===== src/rtl/prog_loader_pkg.sv =====
// prog_loader_pkg
//   Shared definitions for the boot loader and the cpu memory interface.
//   - mem_cmd encodings (same values the cpu FSM drives on mem_cmd)
//   - loader_state_t: loader FSM state encoding
//   - is_write(): decodes a cpu memory command into a RAM write strobe
package prog_loader_pkg;

  localparam logic [1:0] MNONE  = 2'b00;
  localparam logic [1:0] MREAD  = 2'b01;
  localparam logic [1:0] MWRITE = 2'b10;

  typedef enum logic [2:0] {
    S_IDLE    = 3'd0,
    S_LOAD    = 3'd1,
    S_CLEAR   = 3'd2,
    S_RELEASE = 3'd3,
    S_RUN     = 3'd4,
    S_ERROR   = 3'd5
  } loader_state_t;

  function automatic logic is_write(input logic [1:0] cmd);
    return cmd == MWRITE;
  endfunction

endpackage


===== src/rtl/prog_loader_if.sv =====
// prog_loader_if
//   Program word stream into the loader (valid/ready handshake).
//   in_valid  source -> loader  word valid
//   in_data   source -> loader  word
//   in_last   source -> loader  marks the final word of the image
//   in_ready  loader -> source  loader accepts (valid & ready = transfer)
//   master: stream source, slave: loader.
interface prog_loader_if #(
  parameter int DATA_W = 16
);
  logic              in_valid;
  logic              in_ready;
  logic [DATA_W-1:0] in_data;
  logic              in_last;

  modport master (output in_valid, output in_data, output in_last, input in_ready);
  modport slave  (input in_valid, input in_data, input in_last, output in_ready);
endinterface


===== src/rtl/prog_loader_dffe.sv =====
// prog_loader_dffe
//   Enabled register with synchronous active-high clear.
//   clk    clock
//   reset  synchronous clear to zero (wins over en)
//   en     load d on the next rising edge
//   d      next value
//   q      registered value
module prog_loader_dffe #(
  parameter int W = 1
) (
  input  logic         clk,
  input  logic         reset,
  input  logic         en,
  input  logic [W-1:0] d,
  output logic [W-1:0] q
);

  always_ff @(posedge clk) begin
    if (reset)   q <= '0;
    else if (en) q <= d;
  end

endmodule


===== src/rtl/prog_loader.sv =====
// prog_loader
//   Boot-time program loader and RAM-port owner. Holds the cpu in reset while a
//   word stream is written into RAM from address 0, optionally zero-fills the
//   rest of the RAM, gives the cpu one reset cycle on the final image, then
//   hands the RAM port to the cpu.
//
//   clk, reset          clock, synchronous active-high reset
//   start               1-cycle pulse: begin a (re)load (honoured in IDLE/RUN/ERROR)
//   stream (slave)      in_valid/in_ready/in_data/in_last word stream
//   cpu_mem_addr/cmd    cpu memory request, routed to RAM in RUN
//   cpu_wdata           cpu write data, routed to RAM in RUN
//   ram_addr/write/din  RAM write/address pins
//   cpu_reset           cpu held in reset everywhere except RUN
//   busy                LOAD or CLEAR in progress
//   done                cpu running on a loaded image
//   err                 image overflowed RAM without in_last
//   word_count          words accepted in the last/current load (saturates at DEPTH)
//
//   state   | meaning
//   IDLE    | after reset, cpu held, waiting for start
//   LOAD    | accepting stream words, each written at cnt
//   CLEAR   | writing zero at cnt every cycle up to DEPTH-1
//   RELEASE | single cycle of cpu reset on the final memory image
//   RUN     | cpu owns the RAM port
//   ERROR   | stream overflowed RAM, cpu held until next start
module prog_loader
  import prog_loader_pkg::*;
#(
  parameter int ADDR_W     = 9,
  parameter int DATA_W     = 16,
  parameter int DEPTH      = 512,
  parameter bit CLEAR_REST = 1'b1
) (
  input  logic              clk,
  input  logic              reset,
  input  logic              start,
  prog_loader_if.slave      stream,
  input  logic [ADDR_W-1:0] cpu_mem_addr,
  input  logic [1:0]        cpu_mem_cmd,
  input  logic [DATA_W-1:0] cpu_wdata,
  output logic [ADDR_W-1:0] ram_addr,
  output logic              ram_write,
  output logic [DATA_W-1:0] ram_din,
  output logic              cpu_reset,
  output logic              busy,
  output logic              done,
  output logic              err,
  output logic [ADDR_W:0]   word_count
);

  localparam logic [ADDR_W-1:0] CNT_TOP = ADDR_W'(DEPTH - 1);
  localparam logic [ADDR_W:0]   WC_MAX  = (ADDR_W + 1)'(DEPTH);

  loader_state_t     state, state_nxt;
  logic [ADDR_W-1:0] cnt, cnt_d;
  logic [ADDR_W:0]   wc, wc_d;
  logic              cnt_en, wc_en;
  logic              start_ok, xfer, at_top;

  // start only matters where a new load may begin
  assign start_ok = start && (state == S_IDLE || state == S_RUN || state == S_ERROR);
  // in_ready is 1 throughout LOAD, so every valid cycle there is a transfer
  assign xfer     = (state == S_LOAD) && stream.in_valid;
  assign at_top   = (cnt == CNT_TOP);

  always_ff @(posedge clk) begin
    if (reset) state <= S_IDLE;
    else       state <= state_nxt;
  end

  always_comb begin
    state_nxt = state;
    unique case (state)
      S_IDLE:    if (start) state_nxt = S_LOAD;
      S_LOAD: begin
        if (xfer) begin
          if (stream.in_last)
            state_nxt = (CLEAR_REST && !at_top) ? S_CLEAR : S_RELEASE;
          else if (at_top)
            state_nxt = S_ERROR;
        end
      end
      S_CLEAR:   if (at_top) state_nxt = S_RELEASE;
      S_RELEASE: state_nxt = S_RUN;
      S_RUN:     if (start) state_nxt = S_LOAD;
      S_ERROR:   if (start) state_nxt = S_LOAD;
      default:   state_nxt = S_IDLE;
    endcase
  end

  always_comb begin
    cpu_reset       = (state != S_RUN);
    stream.in_ready = (state == S_LOAD);
    busy            = (state == S_LOAD) || (state == S_CLEAR);
    done            = (state == S_RUN);
    err             = (state == S_ERROR);

    ram_addr  = cnt;
    ram_din   = stream.in_data;
    ram_write = 1'b0;
    unique case (state)
      S_LOAD:  ram_write = stream.in_valid;
      S_CLEAR: begin
        ram_din   = '0;
        ram_write = 1'b1;
      end
      S_RUN: begin
        ram_addr  = cpu_mem_addr;
        ram_din   = cpu_wdata;
        ram_write = is_write(cpu_mem_cmd);
      end
      default: ram_write = 1'b0;
    endcase
  end

  // cnt wraps modulo DEPTH after the last CLEAR write
  always_comb begin
    cnt_en = start_ok || xfer || (state == S_CLEAR);
    cnt_d  = start_ok ? '0 : cnt + ADDR_W'(1);
    wc_en  = start_ok || (xfer && (wc != WC_MAX));
    wc_d   = start_ok ? '0 : wc + (ADDR_W + 1)'(1);
  end

  prog_loader_dffe #(.W(ADDR_W)) u_cnt (
    .clk   (clk),
    .reset (reset),
    .en    (cnt_en),
    .d     (cnt_d),
    .q     (cnt)
  );

  prog_loader_dffe #(.W(ADDR_W + 1)) u_wc (
    .clk   (clk),
    .reset (reset),
    .en    (wc_en),
    .d     (wc_d),
    .q     (wc)
  );

  assign word_count = wc;

endmodule

===== src/flat_wrapper.sv =====
// flat-port wrapper written by rule: the top's interface ports become plain ports
module prog_loader_flat import prog_loader_pkg::*;
#(
  parameter int ADDR_W     = 9,
  parameter int DATA_W     = 16,
  parameter int DEPTH      = 512,
  parameter bit CLEAR_REST = 1'b1
)
  (clk, reset, start, cpu_mem_addr, cpu_mem_cmd, cpu_wdata, ram_addr, ram_write, ram_din, cpu_reset, busy, done, err, word_count, stream_in_valid, stream_in_data, stream_in_last, stream_in_ready);
  prog_loader_if #(.DATA_W(DATA_W)) stream_i ();
  input  logic clk;
  input  logic reset;
  input  logic start;
  input  logic [ADDR_W-1:0] cpu_mem_addr;
  input  logic [1:0] cpu_mem_cmd;
  input  logic [DATA_W-1:0] cpu_wdata;
  output logic [ADDR_W-1:0] ram_addr;
  output logic ram_write;
  output logic [DATA_W-1:0] ram_din;
  output logic cpu_reset;
  output logic busy;
  output logic done;
  output logic err;
  output logic [ADDR_W:0] word_count;
  input wire logic [$bits(stream_i.in_valid)-1:0] stream_in_valid;
  input wire logic [$bits(stream_i.in_data)-1:0] stream_in_data;
  input wire logic [$bits(stream_i.in_last)-1:0] stream_in_last;
  output wire logic [$bits(stream_i.in_ready)-1:0] stream_in_ready;
  assign stream_i.in_valid = stream_in_valid;
  assign stream_i.in_data = stream_in_data;
  assign stream_i.in_last = stream_in_last;
  assign stream_in_ready = stream_i.in_ready;
  prog_loader #(.ADDR_W(ADDR_W), .DATA_W(DATA_W), .DEPTH(DEPTH), .CLEAR_REST(CLEAR_REST)) u_core (.clk(clk), .reset(reset), .start(start), .stream(stream_i), .cpu_mem_addr(cpu_mem_addr), .cpu_mem_cmd(cpu_mem_cmd), .cpu_wdata(cpu_wdata), .ram_addr(ram_addr), .ram_write(ram_write), .ram_din(ram_din), .cpu_reset(cpu_reset), .busy(busy), .done(done), .err(err), .word_count(word_count));
endmodule

===== config.mk =====
export PLATFORM = sky130hd
export DESIGN_NAME = prog_loader_flat
export DESIGN_NICKNAME = d
export VERILOG_FILES = /design/src/rtl/prog_loader_pkg.sv /design/src/rtl/prog_loader_if.sv /design/src/rtl/prog_loader_dffe.sv /design/src/rtl/prog_loader.sv /design/src/flat_wrapper.sv
export SDC_FILE = /design/constraint.sdc
export NUM_CORES = 1
export LEC_CHECK = 0
export CAP_MARGIN = 5
export CORE_MARGIN = 1.5
export CORE_UTILIZATION = 41
export CTS_BUF_LIST = sky130_fd_sc_hd__clkbuf_8
export DETAILED_ROUTE_END_ITERATION = 10
export PLACE_DENSITY = 0.84
export REMOVE_ABC_BUFFERS = 1
export SETUP_SLACK_MARGIN = 0.2
export SLEW_MARGIN = 25
export SYNTH_ARGS = -nofsm -noshare
export SYNTH_HDL_FRONTEND = slang
export SYNTH_SLANG_ARGS = --single-unit

===== constraint.sdc =====
create_clock -name clk -period 3.1 [get_ports clk]
set_input_delay 0.465 -clock clk [delete_from_list [all_inputs] [get_ports clk]]
set_output_delay 0.465 -clock clk [all_outputs]
set_load 0.02 [all_outputs]

; Yosys cells after proc, flatten, opt, wreduce, memory -nomap -nowiden
; Cells that the tools add are included.
[word_totals]
ff_bits = 22
out_inout_bits = 41
[op_classes]
add_sub_neg = 2
eq_ne = 13
muxes = 12
n_reduce_logical = 12
[op_table]
columns = op, count
row1 = $pmux 16 s2, 1
row2 = $mux 9, 2
row3 = $mux 3, 5
row4 = $pmux 3 s4, 1
row5 = $add 10x1->10 const B, 1
row6 = $mux 10, 1
row7 = $ne 10x10->1 const B, 1
row8 = $add 9x1->9 const B, 1
row9 = $eq 9x9->1 const B, 1
row10 = $eq 3x2->1 const B, 2
row11 = $eq 3x3->1 const B, 2
row12 = $logic_or 1x1->1, 6
row13 = $ne 2x1->1 const B, 3
row14 = $reduce_and 4->1, 1
row15 = $eq 3x1->1 const B, 1
row16 = $logic_and 1x1->1, 3
row17 = $logic_not 3->1, 1
row18 = $ne 3x2->1 const B, 1
row19 = $ne 3x3->1 const B, 1
row20 = $pmux 1 s3, 1
row21 = $reduce_or 3->1, 1
row22 = $eq 2x2->1 const B, 1
row23 = $mux 1, 1

; Longest topological paths before layout
[logic_depth]
depth_word = 6
mapped_depth = 9
depth_no_buf = 9

; By module
; From an unflattened synthesis, not the netlist that was laid out.
[unflattened]
cells_unflattened = 199
area_unflattened_um2 = 1660.3
[modules_own_cells]
columns = module, instances, cells_each, area_per_inst_um2, seq_area_each_um2
row1 = prog_loader, 1, 138, 988.4, 60.1
row2 = prog_loader_dffe at u_core.u_wc, 1, 32, 352.8, 200.2
row3 = prog_loader_dffe at u_core.u_cnt, 1, 29, 319.1, 180.2

; Least setup slack after synthesis
; No wires, ideal clock.
[synth_path]
path_type = reg-to-output
startpoint = register u_core.state[0]
endpoint = output port ram_addr[7]
arrival_ps = 1473
slack_ps = 1162
stages_incl_launch_ff = 5
path_buffers = 2
cell_sequence = dfxtp_1 -> buf_4 -> nor3_4 -> buf_2 -> mux2_2
[synth_between]
elab_chain_len = 2
[synth_rtl]
columns = item, line_no
row1 = "start, declared", prog_loader.sv:54  ; loader_state_t state, state_nxt;
row2 = "start signal, assigned", prog_loader.sv:68  ; else state <= state_nxt;
row3 = $eq 3x3->1, prog_loader.sv:101  ; unique case (state)
row4 = $mux 9, prog_loader.sv:101
row5 = "end, declared", flat_wrapper.sv:17  ; output logic [ADDR_W-1:0] ram_addr;
; No other way between the ends.

; Worst setup path in the final report
[layout_path]
startpoint = register u_core.state[1]
endpoint = output port ram_din[8]
[layout_between]
elab_chain_len = 2
word_cells_on_any_way = 3
[layout_rtl]
columns = item, line_no
row1 = $eq 3x3->1 or $eq 3x2->1 (tied branches), prog_loader.sv:101
row2 = $pmux 16 s2 *, prog_loader.sv:101
row3 = "end, declared", flat_wrapper.sv:19  ; output logic [DATA_W-1:0] ram_din;
; Mark *: on every way between the ends. The rest lies on a longest branch, timed or not.

==> qor.yml <==
status: "finished clean"
yosysWarnings: 0
synth_area_leaders: "dfxtp_1 (30%), a22o_1 (9.5%), mux2_2 (6.9%), o31ai_1 (4.6%), xor2_1 (4.2%)"
crit_type: "reg2out"
cts_sinks: 22
synth_top_area_frac: 0.299
synthArstFlopShare: 0
maxCapViolations: 0
nets: 307
die_area_sq_um: 3960
gp_congestion: 0.788
syn_area_per_cell_sq_um: 8.72
port_buffers: 88
fp-row-count: 21
post-route-min-period_ns: 2.73
cts_setup_buffers: 0
hold_path_depth: 2
rsz0062_at_grt: "no"
antenna_found_initial: 0
clk_pin_slew_ns: 0.08
arrival_ns: 2.27
die_h_um: 63.0
synth_edf_count: 0
cts-buffers-inserted: 3
finalCritPeriodShare: 0.882
power_leakage_nw: 0.954
grt_pass1_wl_um: 6550
dpl_worst_slack_ns: 0.482
drc_errors: 0
multi_input_area_sq_um: 950
max_slew_margin: 0.591
yosysTopAreaCell: "dfxtp_1"
wl_per_cell_um: 13.5
dp.final_hpwl_um: 3150
setup_viol: 0
vias: 1610
synth_top_flop_cell: "dfxtp_1"
diodes: 0
yosysMostFrequentCell: "dfxtp_1"
cts_max_path_buffers: 2
track_usage: 0.201
power_density_nw_per_um2: 370
r2r_slack_ns: 1.15
clock_latency_ns: 0.27
overflow: 0
first_pass_iters: 4
hold_buffers: 0
path_max_fanout: 16
whs_endpoint: "u_core.u_wc.q[9]$_SDFFE_PP0P_"
skew_ns: 0.00381
tns_ns: 0
ir_worst_vdd_uv: 272
hp-start: "u_core.u_wc.q[9]$_SDFFE_PP0P_"
drtAntennaViolNets: 0
core_sq_um: 3390
worst-r2r-cell-count: 9
htreeDepth: 1
grt_max_degree: 26
tightest_slew_ns: 0.610
timing.hold.worst.class: "reg2reg"
cts_tree: "built"
initial_core_util: 0.435
required_ns: 2.63
startpoint_type: "register"
synth_cells: 169
drt_iter0_markers: 43
synth_cell_type_count: 43
ys_ff_latch: 22
nFillCells: 265
area_growth_pct: 65.9
seqCellArea_sq_um: 440
drt_wl_total_um: 4040
r2r-start: "u_core.u_cnt.q[0]$_SDFFE_PP0P_"
slew_violations: 0
boundaryPins: 89
seq_area_frac_synth: 0.299
routed_via_density: 5.37
synth_area_sq_um: 1470
cts-root-buf: "clkbuf_8"
hold_violations: 0
final.setup.worst_slack_ns: 0.366
die_x_um: 63.0
r2r_end: "u_core.state[0]$_SDFFE_PP0P_"
crit_path_end_kind: "output pin"
max_freq_ghz: 0.366
synth_common_cells: "dfxtp_1 (22), a22o_1 (16), nor2_1 (14)"
grt_pass1_vias: 1519
cts_resized: 0
layout-drive-gt1-share: 0.0787
critical path, cell delays in order (launching register included):
cell             delay [ns]
dfxtp_1                0.60
xor2_1                 0.12
nand2b_1               0.44
a22o_1                 0.24
clkdlybuf4s50_1        0.60
through the flow:
step | utilization | total power (W) | instances | hold WS (ns) | area [sq um]
2_1_floorplan | - | 0.000515 | 159 | 0.462 | 1420
3_3_place_gp | 0.705 | 0.000703 | 296 | 0.485 | 2390
4_1_cts | 0.721 | 0.000911 | 300 | 0.509 | 2440
3_5_place_dp | 0.705 | 0.000707 | 296 | 0.496 | 2390
6_report | 0.721 | 0.000904 | 300 | 0.506 | 2440
5_1_grt | 0.721 | 0.000946 | 300 | 0.524 | 2440
final cells by class:
type                       instances  area share
timing repair buffer              91       0.375
inverter                           7      0.0107
tap                               46      0.0235
sequential                        22       0.180
clock buffer                       4      0.0225
multi-input combinational        130       0.388
cells in the final DEF (no fill, tap or decap), types with 2 or more instances in the layout:
cell type         n
nand3b_1          2
mux2_2            9
a21oi_1           5
nor2b_1           3
xor2_1            7
o31ai_1           9
buf_4             2
a31oi_1           3
nand4_1           2
xnor2_1           2
nand3_1           9
o211ai_1          5
dfxtp_1          22
a22o_1           16
nand2b_1          3
clkbuf_8          4
inv_1             7
ha_1              4
nor3b_1           3
and3_1            3
clkdlybuf4s50_1  88
nor2_1           14
nand2_1           8
mux2i_1           2
or4_1             2
a211o_1           2
a21o_1            2
worst max-delay path by stage:
stage | startpoint | endpoint | slack (ns) | cells after the start
after floorplan | u_core.state[2]$_SDFFE_PP0P_ | ram_addr[0] | 0.81 | 3
after global placement | stream_in_valid | ram_write | 0.52 | 5
after detailed placement | stream_in_valid | ram_write | 0.48 | 5
after CTS | u_core.state[1]$_SDFFE_PP0P_ | ram_din[8] | 0.34 | 4
after global routing | u_core.state[1]$_SDFFE_PP0P_ | ram_din[8] | 0.26 | 4
final | u_core.state[1]$_SDFFE_PP0P_ | ram_din[8] | 0.37 | 4
flip-flops by register name (all words and copies together) (netlist names):
register        count
u_core.u_wc.q      10
u_core.u_cnt.q      9
u_core.state        3
cell families (layout without fill, tap and decap cells):
| group | after synthesis | count (layout) | synth area share |
|---|---|---|---|
| muxes | 11 | 11 | 0.0823 |
| DFF | 22 | 22 | 0.299 |
| xor gates and xnor gates | 9 | 9 | 0.0535 |
| adders and majority gates | 4 | 4 | 0.0340 |
| buffers and inverters | 17 | 102 | 0.0569 |
| AOI/OAI and AO/OA | 46 | 46 | 0.239 |
| and+or+nand+nor | 60 | 60 | 0.236 |
metal layers:
metal  vias to the layer above  GRT usage  share of wire
li1                        802          -              -
met1                       744      0.219           0.42
met2                        60      0.368           0.49
met3                         4     0.0505          0.078
met4                         0     0.0778          0.012
met5                         -          0              0
where the power goes:
part / switching, W / internal, W
logic: 0.000180 / 0.000206
clock network: 0.0000931 / 0.000113
registers: 0.0000205 / 0.000291
total: 0.000294 / 0.000610
Power figures use the tool's default switching activity.
